===== src/rtl/ctrl_seq_pkg.sv =====
// Shared encodings for the accumulator MCU sequencer: instruction classes,
// addressing modes, ALU operation codes, PSR flag index and FSM states.
package ctrl_seq_pkg;

  localparam int INST_WIDTH = 8;
  localparam int PSR_WIDTH  = 4;
  localparam int PSR_Z      = 0;

  localparam logic [3:0] OP_NOP   = 4'h0;
  localparam logic [3:0] OP_LOAD  = 4'h1;
  localparam logic [3:0] OP_STORE = 4'h2;
  localparam logic [3:0] OP_ADD   = 4'h3;
  localparam logic [3:0] OP_SUB   = 4'h4;
  localparam logic [3:0] OP_AND   = 4'h5;
  localparam logic [3:0] OP_OR    = 4'h6;
  localparam logic [3:0] OP_XOR   = 4'h7;
  localparam logic [3:0] OP_JMP   = 4'h8;
  localparam logic [3:0] OP_JZ    = 4'h9;
  localparam logic [3:0] OP_HALT  = 4'hF;

  localparam logic [1:0] MODE_NONE = 2'b00;
  localparam logic [1:0] MODE_IMM  = 2'b01;
  localparam logic [1:0] MODE_DIR  = 2'b10;
  localparam logic [1:0] MODE_IND  = 2'b11;

  localparam logic [2:0] ALU_PASS = 3'd0;
  localparam logic [2:0] ALU_ADD  = 3'd1;
  localparam logic [2:0] ALU_SUB  = 3'd2;
  localparam logic [2:0] ALU_AND  = 3'd3;
  localparam logic [2:0] ALU_OR   = 3'd4;
  localparam logic [2:0] ALU_XOR  = 3'd5;

  typedef enum logic [2:0] {
    S_FETCH     = 3'd0,
    S_DECODE    = 3'd1,
    S_DISPATCH  = 3'd2,
    S_FETCH_IMM = 3'd3,
    S_IMM_WAIT  = 3'd4,
    S_MEM_RD    = 3'd5,
    S_EXEC      = 3'd6,
    S_HALT      = 3'd7
  } state_t;

  // Only accumulator-writing classes map to a real ALU function.
  function automatic logic [2:0] class_alu_op(input logic [3:0] cls);
    logic [2:0] op;
    op = ALU_PASS;
    case (cls)
      OP_ADD:  op = ALU_ADD;
      OP_SUB:  op = ALU_SUB;
      OP_AND:  op = ALU_AND;
      OP_OR:   op = ALU_OR;
      OP_XOR:  op = ALU_XOR;
      default: op = ALU_PASS;
    endcase
    return op;
  endfunction

endpackage


===== src/rtl/ctrl_seq_decode.sv =====
// Combinational instruction decoder: classifies the latched opcode into the
// control properties the sequencer FSM branches on.
module ctrl_decode
  import ctrl_seq_pkg::*;
(
  input  logic [INST_WIDTH-1:0] opcode,
  output logic                  needs_operand,
  output logic                  needs_mem,
  output logic                  is_store,
  output logic                  is_jump,
  output logic                  is_cond,
  output logic                  is_halt,
  output logic                  is_illegal,
  output logic                  writes_acc,
  output logic                  mem_indirect,
  output logic [2:0]            alu_op
);

  logic [3:0] cls;
  logic [1:0] mode;
  logic       addr_word;
  logic       unused_low_bits;

  assign cls             = opcode[7:4];
  assign mode            = opcode[3:2];
  assign unused_low_bits = ^opcode[1:0];

  always_comb begin
    is_store   = 1'b0;
    is_jump    = 1'b0;
    is_cond    = 1'b0;
    is_halt    = 1'b0;
    is_illegal = 1'b0;
    writes_acc = 1'b0;
    case (cls)
      OP_NOP: ;
      OP_LOAD, OP_ADD, OP_SUB, OP_AND, OP_OR, OP_XOR:
        writes_acc = 1'b1;
      OP_STORE: begin
        // Storing to an immediate has no meaning; it degrades to illegal.
        is_store   = (mode != MODE_IMM);
        is_illegal = (mode == MODE_IMM);
      end
      OP_JMP:
        is_jump = 1'b1;
      OP_JZ: begin
        is_jump = 1'b1;
        is_cond = 1'b1;
      end
      OP_HALT:
        is_halt = 1'b1;
      default:
        is_illegal = 1'b1;
    endcase
  end

  assign addr_word     = (mode == MODE_IMM) || (mode == MODE_DIR);
  assign needs_operand = is_jump || ((writes_acc || is_store) && addr_word);
  assign needs_mem     = writes_acc && ((mode == MODE_DIR) || (mode == MODE_IND));
  assign mem_indirect  = (writes_acc || is_store) && (mode == MODE_IND);
  assign alu_op        = writes_acc ? class_alu_op(cls) : ALU_PASS;

endmodule


===== src/rtl/ctrl_seq.sv =====
// Instruction sequencer and program counter for the accumulator MCU.
// Optional feature macro CTRL_TRAP_ILLEGAL_EN: illegal opcodes halt the core and raise `illegal`.
module ctrl_seq
  import ctrl_seq_pkg::*;
#(
  parameter int PC_WIDTH    = 8,
  parameter int DMEM_RD_LAT = 1
) (
  input  logic                  clk,
  input  logic                  rst,
  input  logic [INST_WIDTH-1:0] opcode,
  input  logic [PSR_WIDTH-1:0]  psr,
  input  logic [INST_WIDTH-1:0] imm,
  output logic [PC_WIDTH-1:0]   imem_addr,
  output logic                  imem_rd,
  output logic                  opcode_update,
  output logic                  imm_update,
  output logic                  psr_update,
  output logic                  acc_update,
  output logic [2:0]            alu_op,
  output logic                  opb_sel,
  output logic                  dmem_re,
  output logic                  dmem_we,
  output logic                  dmem_addr_sel,
  output logic                  halted
`ifdef CTRL_TRAP_ILLEGAL_EN
  ,
  output logic                  illegal
`endif
);

`ifdef CTRL_TRAP_ILLEGAL_EN
  localparam bit TRAP_ILLEGAL = 1'b1;
`else
  localparam bit TRAP_ILLEGAL = 1'b0;
`endif
  localparam logic [1:0] RD_LAST = 2'(DMEM_RD_LAT - 1);

  state_t                state_q;
  state_t                state_d;
  logic [PC_WIDTH-1:0]   pc_q;
  logic [1:0]            rd_cnt_q;
  logic                  rd_last;
  logic                  in_instr;
  logic                  take_jump;
  logic [PC_WIDTH-1:0]   jump_target;
  logic                  unused_psr;

  logic       needs_operand;
  logic       needs_mem;
  logic       is_store;
  logic       is_jump;
  logic       is_cond;
  logic       is_halt;
  logic       is_illegal;
  logic       writes_acc;
  logic       mem_indirect;
  logic [2:0] dec_alu_op;

  ctrl_decode u_decode (
    .opcode        (opcode),
    .needs_operand (needs_operand),
    .needs_mem     (needs_mem),
    .is_store      (is_store),
    .is_jump       (is_jump),
    .is_cond       (is_cond),
    .is_halt       (is_halt),
    .is_illegal    (is_illegal),
    .writes_acc    (writes_acc),
    .mem_indirect  (mem_indirect),
    .alu_op        (dec_alu_op)
  );

  assign unused_psr  = ^psr;
  assign rd_last     = (rd_cnt_q == RD_LAST);
  assign take_jump   = is_jump && (!is_cond || psr[PSR_Z]);
  assign jump_target = PC_WIDTH'(imm);

  // The opcode is stable from DISPATCH onward, so decode-derived selects hold until EXEC.
  assign in_instr = (state_q == S_DISPATCH) || (state_q == S_FETCH_IMM) ||
                    (state_q == S_IMM_WAIT) || (state_q == S_MEM_RD) ||
                    (state_q == S_EXEC);

  assign imem_addr     = pc_q;
  assign alu_op        = (in_instr && !rst) ? dec_alu_op : ALU_PASS;
  assign dmem_addr_sel = in_instr && !rst && mem_indirect;

  always_ff @(posedge clk) begin
    if (rst) begin
      state_q  <= S_FETCH;
      rd_cnt_q <= 2'd0;
    end else begin
      state_q  <= state_d;
      rd_cnt_q <= (state_q == S_MEM_RD && !rd_last) ? rd_cnt_q + 2'd1 : 2'd0;
    end
  end

  always_ff @(posedge clk) begin
    if (rst) begin
      pc_q <= '0;
    end else if (state_q == S_FETCH || state_q == S_FETCH_IMM) begin
      pc_q <= pc_q + PC_WIDTH'(1);
    end else if (state_q == S_EXEC && take_jump) begin
      pc_q <= jump_target;
    end
  end

`ifdef CTRL_TRAP_ILLEGAL_EN
  logic illegal_q;

  always_ff @(posedge clk) begin
    if (rst) begin
      illegal_q <= 1'b0;
    end else if (state_q == S_DISPATCH && is_illegal) begin
      illegal_q <= 1'b1;
    end
  end

  assign illegal = illegal_q && !rst;
`endif

  always_comb begin
    state_d       = state_q;
    imem_rd       = 1'b0;
    opcode_update = 1'b0;
    imm_update    = 1'b0;
    psr_update    = 1'b0;
    acc_update    = 1'b0;
    opb_sel       = 1'b0;
    dmem_re       = 1'b0;
    dmem_we       = 1'b0;
    halted        = 1'b0;
    case (state_q)
      S_FETCH: begin
        imem_rd = 1'b1;
        state_d = S_DECODE;
      end
      S_DECODE: begin
        opcode_update = 1'b1;
        state_d       = S_DISPATCH;
      end
      S_DISPATCH: begin
        if (is_illegal) begin
          state_d = TRAP_ILLEGAL ? S_HALT : S_EXEC;
        end else if (is_halt) begin
          state_d = S_HALT;
        end else if (needs_operand) begin
          state_d = S_FETCH_IMM;
        end else if (needs_mem) begin
          state_d = S_MEM_RD;
        end else begin
          state_d = S_EXEC;
        end
      end
      S_FETCH_IMM: begin
        imem_rd = 1'b1;
        state_d = S_IMM_WAIT;
      end
      S_IMM_WAIT: begin
        imm_update = 1'b1;
        state_d    = needs_mem ? S_MEM_RD : S_EXEC;
      end
      S_MEM_RD: begin
        dmem_re = (rd_cnt_q == 2'd0);
        if (rd_last) begin
          state_d = S_EXEC;
        end
      end
      S_EXEC: begin
        // NOP and untrapped illegal opcodes pass through here with no strobes.
        acc_update = writes_acc;
        psr_update = writes_acc;
        opb_sel    = writes_acc && needs_mem;
        dmem_we    = is_store;
        state_d    = S_FETCH;
      end
      S_HALT: begin
        halted = 1'b1;
      end
      default: begin
        state_d = S_FETCH;
      end
    endcase
    if (rst) begin
      imem_rd       = 1'b0;
      opcode_update = 1'b0;
      imm_update    = 1'b0;
      psr_update    = 1'b0;
      acc_update    = 1'b0;
      opb_sel       = 1'b0;
      dmem_re       = 1'b0;
      dmem_we       = 1'b0;
      halted        = 1'b0;
    end
  end

endmodule


===== config.mk =====
export PLATFORM = sky130hd
export DESIGN_NAME = ctrl_seq
export DESIGN_NICKNAME = d
export VERILOG_FILES = /design/src/rtl/ctrl_seq_pkg.sv /design/src/rtl/ctrl_seq_decode.sv /design/src/rtl/ctrl_seq.sv
export SDC_FILE = /design/constraint.sdc
export NUM_CORES = 1
export LEC_CHECK = 0
export CELL_PAD_IN_SITES_DETAIL_PLACEMENT = 1
export CELL_PAD_IN_SITES_GLOBAL_PLACEMENT = 2
export CORE_MARGIN = 8
export CORE_UTILIZATION = 21
export DETAILED_ROUTE_END_ITERATION = 10
export PLACE_DENSITY = 0.73
export SKIP_LAST_GASP = 1
export SYNTH_ARGS = -nofsm -noshare
export SYNTH_HDL_FRONTEND = slang
export SYNTH_HIERARCHICAL = 1
export SYNTH_SLANG_ARGS = --single-unit

===== constraint.sdc =====
create_clock -name clk -period 1.5 [get_ports clk]
set_input_delay 0.3 -clock clk [delete_from_list [all_inputs] [get_ports clk]]
set_output_delay 0.3 -clock clk [all_outputs]
set_load 0.01 [all_outputs]

Word level (Yosys, flattened, before mapping)
Cells that the tools add are included.

word-level totals
  flip-flop bits (word level) = 13
  bits in latches = 0
  bits in writable memories = 0
  bits in read-only memories = 0
  bits of input ports = 22
  output and inout port bits = 21
  word-level logic and storage cells = 94
  memories = 0

operators by class
  add/subtract/negate cells = 2
  $mul = 0
  divide/modulo/power cells = 0
  order comparisons = 0
  equal/unequal tests = 22
  shift operators = 0
  mux-type cells = 33
  bitwise gates (word level) = 1
  reduce and logical (&&, ||, !) cells = 33

operators by type and width
  kind                                                              number
  1-bit two-way mux                                                 21
  3-bit one-hot mux with 7 select lines                             1
  3-bit two-way mux                                                 6
  4-bit by 3-bit == test with 1-bit output (second input constant)  4
  8-bit two-way mux                                                 2
  3-bit one-hot mux with 5 select lines                             1
  3-bit == test (second input constant)                             4
  4-bit == test (second input constant)                             3
  1-bit logical OR                                                  10
  10-bit OR reduction                                               1
  1-bit logical AND                                                 9
  8-bit by 1-bit adder with 8-bit output (second input constant)    1
  4-bit by 2-bit == test with 1-bit output (second input constant)  2
  7-bit nonzero test                                                1
  3-bit by 2-bit == test with 1-bit output (second input constant)  2
  2-bit OR reduction                                                3
  6-bit OR reduction                                                1
  2-bit == test (second input constant)                             2
  4-bit by 1-bit == test with 1-bit output (second input constant)  1
  4-bit zero test                                                   1
  3-bit by 1-bit == test with 1-bit output (second input constant)  1
  1-bit zero test                                                   3
  3-bit zero test                                                   1
  2-bit by 1-bit adder with 2-bit output (second input constant)    1
  9 further kinds                                                   9

Logic depth before layout (Yosys ltp)
  depth in word-level cells = 10
  mapped depth = 9
  mapped depth without buffers = 9

Hierarchy
Netlist, hierarchy kept.

modules (own cells, without submodules)
  module       times used  cells an instance  area an instance (sq um)
  ctrl_seq     1           112                850.8
  ctrl_decode  1           26                 206.4

Worst setup path after synthesis
OpenSTA, ideal clock, no wires.

  path type = flip-flop to output port
  start point = register state_q[2]
  end point = output opb_sel
  data arrival time = 1.462 ns
  data required time = 1.200 ns
  setup slack = -0.262 ns
  cell stages (with the launch flop) = 5
  buffers on the path = 1
  cell sequence = dfxtp_1 -> buf_2 -> nand2_1 -> nor4b_1 -> and2_1

between the ends
  word-level cells in the longest chain between the ends = 3

RTL lines
  element                 RTL line         source
  start, declared         ctrl_seq.sv:39   state_t state_q;
  start signal, assigned  ctrl_seq.sv:93   state_q <= state_d;
  3-bit == test           ctrl_seq.sv:133  case (state_q)
  1-bit two-way mux       ctrl_seq.sv:133
  1-bit two-way mux       ctrl_seq.sv:184  if (rst) begin
  end, declared           ctrl_seq.sv:21   output logic opb_sel,

Every way passes these cells.

Worst setup path in the final report
  start point = register state_q[0]
  end point = register pc_q[5] (netlist: imem_addr[5])

between the ends
  word-level cells in the longest chain between the ends = 3
  elaborated cells on any way between the ends = 7
  those cells by class = eq/ne: 2; mux: 1; reduce/logical: 4

RTL lines
  element                                                           RTL line                          source
  3-bit by 2-bit == test with 1-bit output (tied with other cells)  ctrl_seq.sv:101                   end else if (state_q == S_FETCH || state_q == S_FETCH_IMM) begin
  1-bit logical OR / 1-bit logical AND (equally long branches)      ctrl_seq.sv:101, ctrl_seq.sv:103
  8-bit two-way mux / 2-bit nonzero test (equally long branches)    -
  end signal, assigned                                              ctrl_seq.sv:102                   pc_q <= pc_q + PC_WIDTH'(1);
  end signal, assigned                                              ctrl_seq.sv:104                   pc_q <= jump_target;
  end, declared                                                     ctrl_seq.sv:41                    logic [PC_WIDTH-1:0] pc_q;

Several ways; a longest one is shown, not always the timed one.
A chain may end at the register's enable or synchronous reset.

==> impl_metrics.yaml <==
synth:
  avgSynthCellArea_um2: 7.66
  synthTopCellsByArea: "dfxtp_1 25%, ha_1 5.9%, nor2_1 4.3%"
  synth_xor_area_share_pct: 0.828
  synth_edf_count: 0
  synth-adder-area-share_pct: 5.92
  synth_top_area_cell: "dfxtp_1"
  async_reset_ff_share_pct: 0
  synth.top_cell.area_share_pct: 24.6
  synth_compound_area_share_pct: 23.8
  synth_seq_cells: 13
  synthesis.area_um2: 1060
  syn_inst: 138
  synth_simple_gate_area_share_pct: 34.1
  ys.flop_type: "dfxtp_1"
  ys_seq_area_share_pct: 24.6
  yosysUniqueCellTypes: 45
  synth_nets: 165
  synth_top_family_by_area: "simple AND/OR/NAND/NOR gates"
  ys_warn_count: 6
  synth.mux.area_fraction_pct: 1.89
power_and_ir_drop:
  powerDensity_nw_per_um2: 946
  leakage_uw: 0.000943
  p_seq_share_pct: 23.7
  p_int_uw: 1320
  irDropWorstVdd_mv: 0.371
  power_switching_uw: 772
  pwr-share-comb_pct: 61.1
  switching_share_pct: 36.9
  clockPowerShare_pct: 15.2
timing:
  final-max-slew-violation-count: 0
  fin_crit_sh_pct: 113
  rsz0062_at_grt: "yes"
  fin_hold_ws_ns: 0.441
  min_period_ns: 1.69
  setup_slack_ns: -0.194
  worstMarginPinSlew_ns: 0.327
  clock_skew_ns: 0.00576
  hold_viol: 0
  max_freq_mhz: 590
  setup_viol: 19
  relSlewSlack_pct: 77.9
floorplanning:
  die_w_um: 87.0
  ioPinCount: 43
  die_h_um: 87.0
  core-area_um2: 4980
  initial_utilization_pct: 21.2
  placementRows: 26
  dieArea_um2: 7560
clock_network:
  clock_latency_ns: 0.25
  cts.reportedPaths.clkPinSlew_ns: 0.06
  h-tree-depth: 1
  cts_made_buffers: 3
  cts_buffer_depth: 2
  clock-root-buffer: "clkbuf_8"
  tritoncts: "done"
  clock-sinks: 13
drt:
  viasPerCell: 4.63
  drtPass1Iterations: 4
  drt-total-wl_um: 4560
  dr.first_iter.drc_count: 14
  ant_nets: 0
  wl_per_cell_um: 15.4
  vias: 1370
  drc_errors: 0
layout:
  final_area_um2: 2210
  synthToLayoutAreaGrowth_pct: 109
  nNetsFinal: 254
  final_common_cell: "buf_4"
  antenna_cells: 0
  final_layout_size_suffix_gt1_share_pct: 57.1
  final_cell_mix: "38 x buf_4, 24 x buf_6, 10 x clkdlybuf4s50_1, 8 x buf_2, 8 x dfxtp_1"
  fin_cells: 296
  final_util_pct: 44.4
global_route:
  grt_pass1_wl_um: 7380
  grt_usage_pct: 12.2
  grt_pass1_vias: 1502
  grt_overflow: 0
  antenna_found_initial: 0
  grt_start_max_net_pins: 13
setup_path:
  cp.arrival_ns: 1.84
  worst-setup-path-type: "register to register"
  cp_common_cell: "buf_6"
  path_cells: "buf_6 -> xor2_2 -> or2_1 -> buf_6 -> or4_4 -> o311ai_2"
  start_kind: "register"
  cp_max_fo: 5
  critPathTopFamily: "simple AND/OR/NAND/NOR gates"
  cp_slowest_cell: "or4_4"
  crit_required_ns: 1.65
  worst-path-buf-inv: 2
  cp-end-kind: "register"
  slowest_delay_ns: 0.49
job:
  drv_cap: 0
status:
  outcome: "finished, violations left"
  violations: "negative setup slack"
placement:
  gp_congestion: 0.759
  dpl.cell_count: 268
  port_buffers: 37
  post_dp_cell_area_um2: 1730
  hpwlAfterDp_um: 3100
  pre_cts_slack_ns: -0.816
hold_path:
  hold_class: "register to register"
worst paths after layout:
| check | startpoint | end | slack [ns] | cells after the start |
|---|---|---|---|---|
| setup reg to reg | state_q[0] | imem_addr[5] | -0.19 | 6 |
| hold / removal | rd_cnt_q[0] | rd_cnt_q[0] | 0.44 | 1 |
| hold reg to reg | rd_cnt_q[0] | rd_cnt_q[0] | 0.44 | 1 |
| setup / recovery | state_q[0] | imem_addr[5] | -0.19 | 6 |
power by group through the flow:
stage	Sequential [uW]	Combinational, uW	Clock, uW
2_1_floorplan	460	416	0
3_3_place_gp	463	773	0
3_5_place_dp	469	797	0
4_1_cts	487	1150	336
5_1_grt	504	1370	343
6_report	496	1280	318
Yosys cell counts, types with 5 or more instances:
cell type / number
ha_1: 5
nand3_1: 6
a21oi_1: 7
nand2_1: 10
nor2_1: 12
and2_1: 6
dfxtp_1: 13
nor3_1: 6
inv_1: 11
stage by stage:
stage          setup TNS, ns  total power, uW
2_1_floorplan              0              876
3_3_place_gp          -15.59             1240
3_5_place_dp          -16.28             1270
4_1_cts                -2.23             1970
5_1_grt                -3.24             2210
6_report               -2.05             2090
registers in the layout (all words and copies together), names as in the netlist:
signal	flops
imem_addr	8
state_q	3
rd_cnt_q	2
timing repair:
action                     4_1_cts  5_1_grt
pin swaps                       32       15
resized for setup              136       31
buffers inserted                17        8
setup endpoints to repair       31       24
hold buffers                     0        0
gates cloned                     1        0
layout make-up:
cell class,count,area (um^2)
clock buffer,4,45.0
fill,615,2770
inverter,11,46.3
multi-input combinational,105,936
sequential,13,274
tap,70,87.6
timing repair buffer,93,822
metal layers:
layer	vias up	share of wire, %	global-route usage [%]
li1	674	-	-
met1	648	39	12.8
met2	42	52	22.6
met3	6	6.9	2.36
met4	0	1.7	5.79
met5	-	0	0
logic make-up (layout without fill, tap and decap cells):
| group | Yosys count | count (layout) |
|---|---|---|
| AOI/OAI and AO/OA | 33 | 33 |
| muxes | 2 | 2 |
| buffers and inverters | 20 | 108 |
| adders and majority gates | 5 | 5 |
| and+or+nand+nor | 64 | 64 |
| xor gates and xnor gates | 1 | 1 |
| DFF | 13 | 13 |
Power figures use the tool's default switching activity.
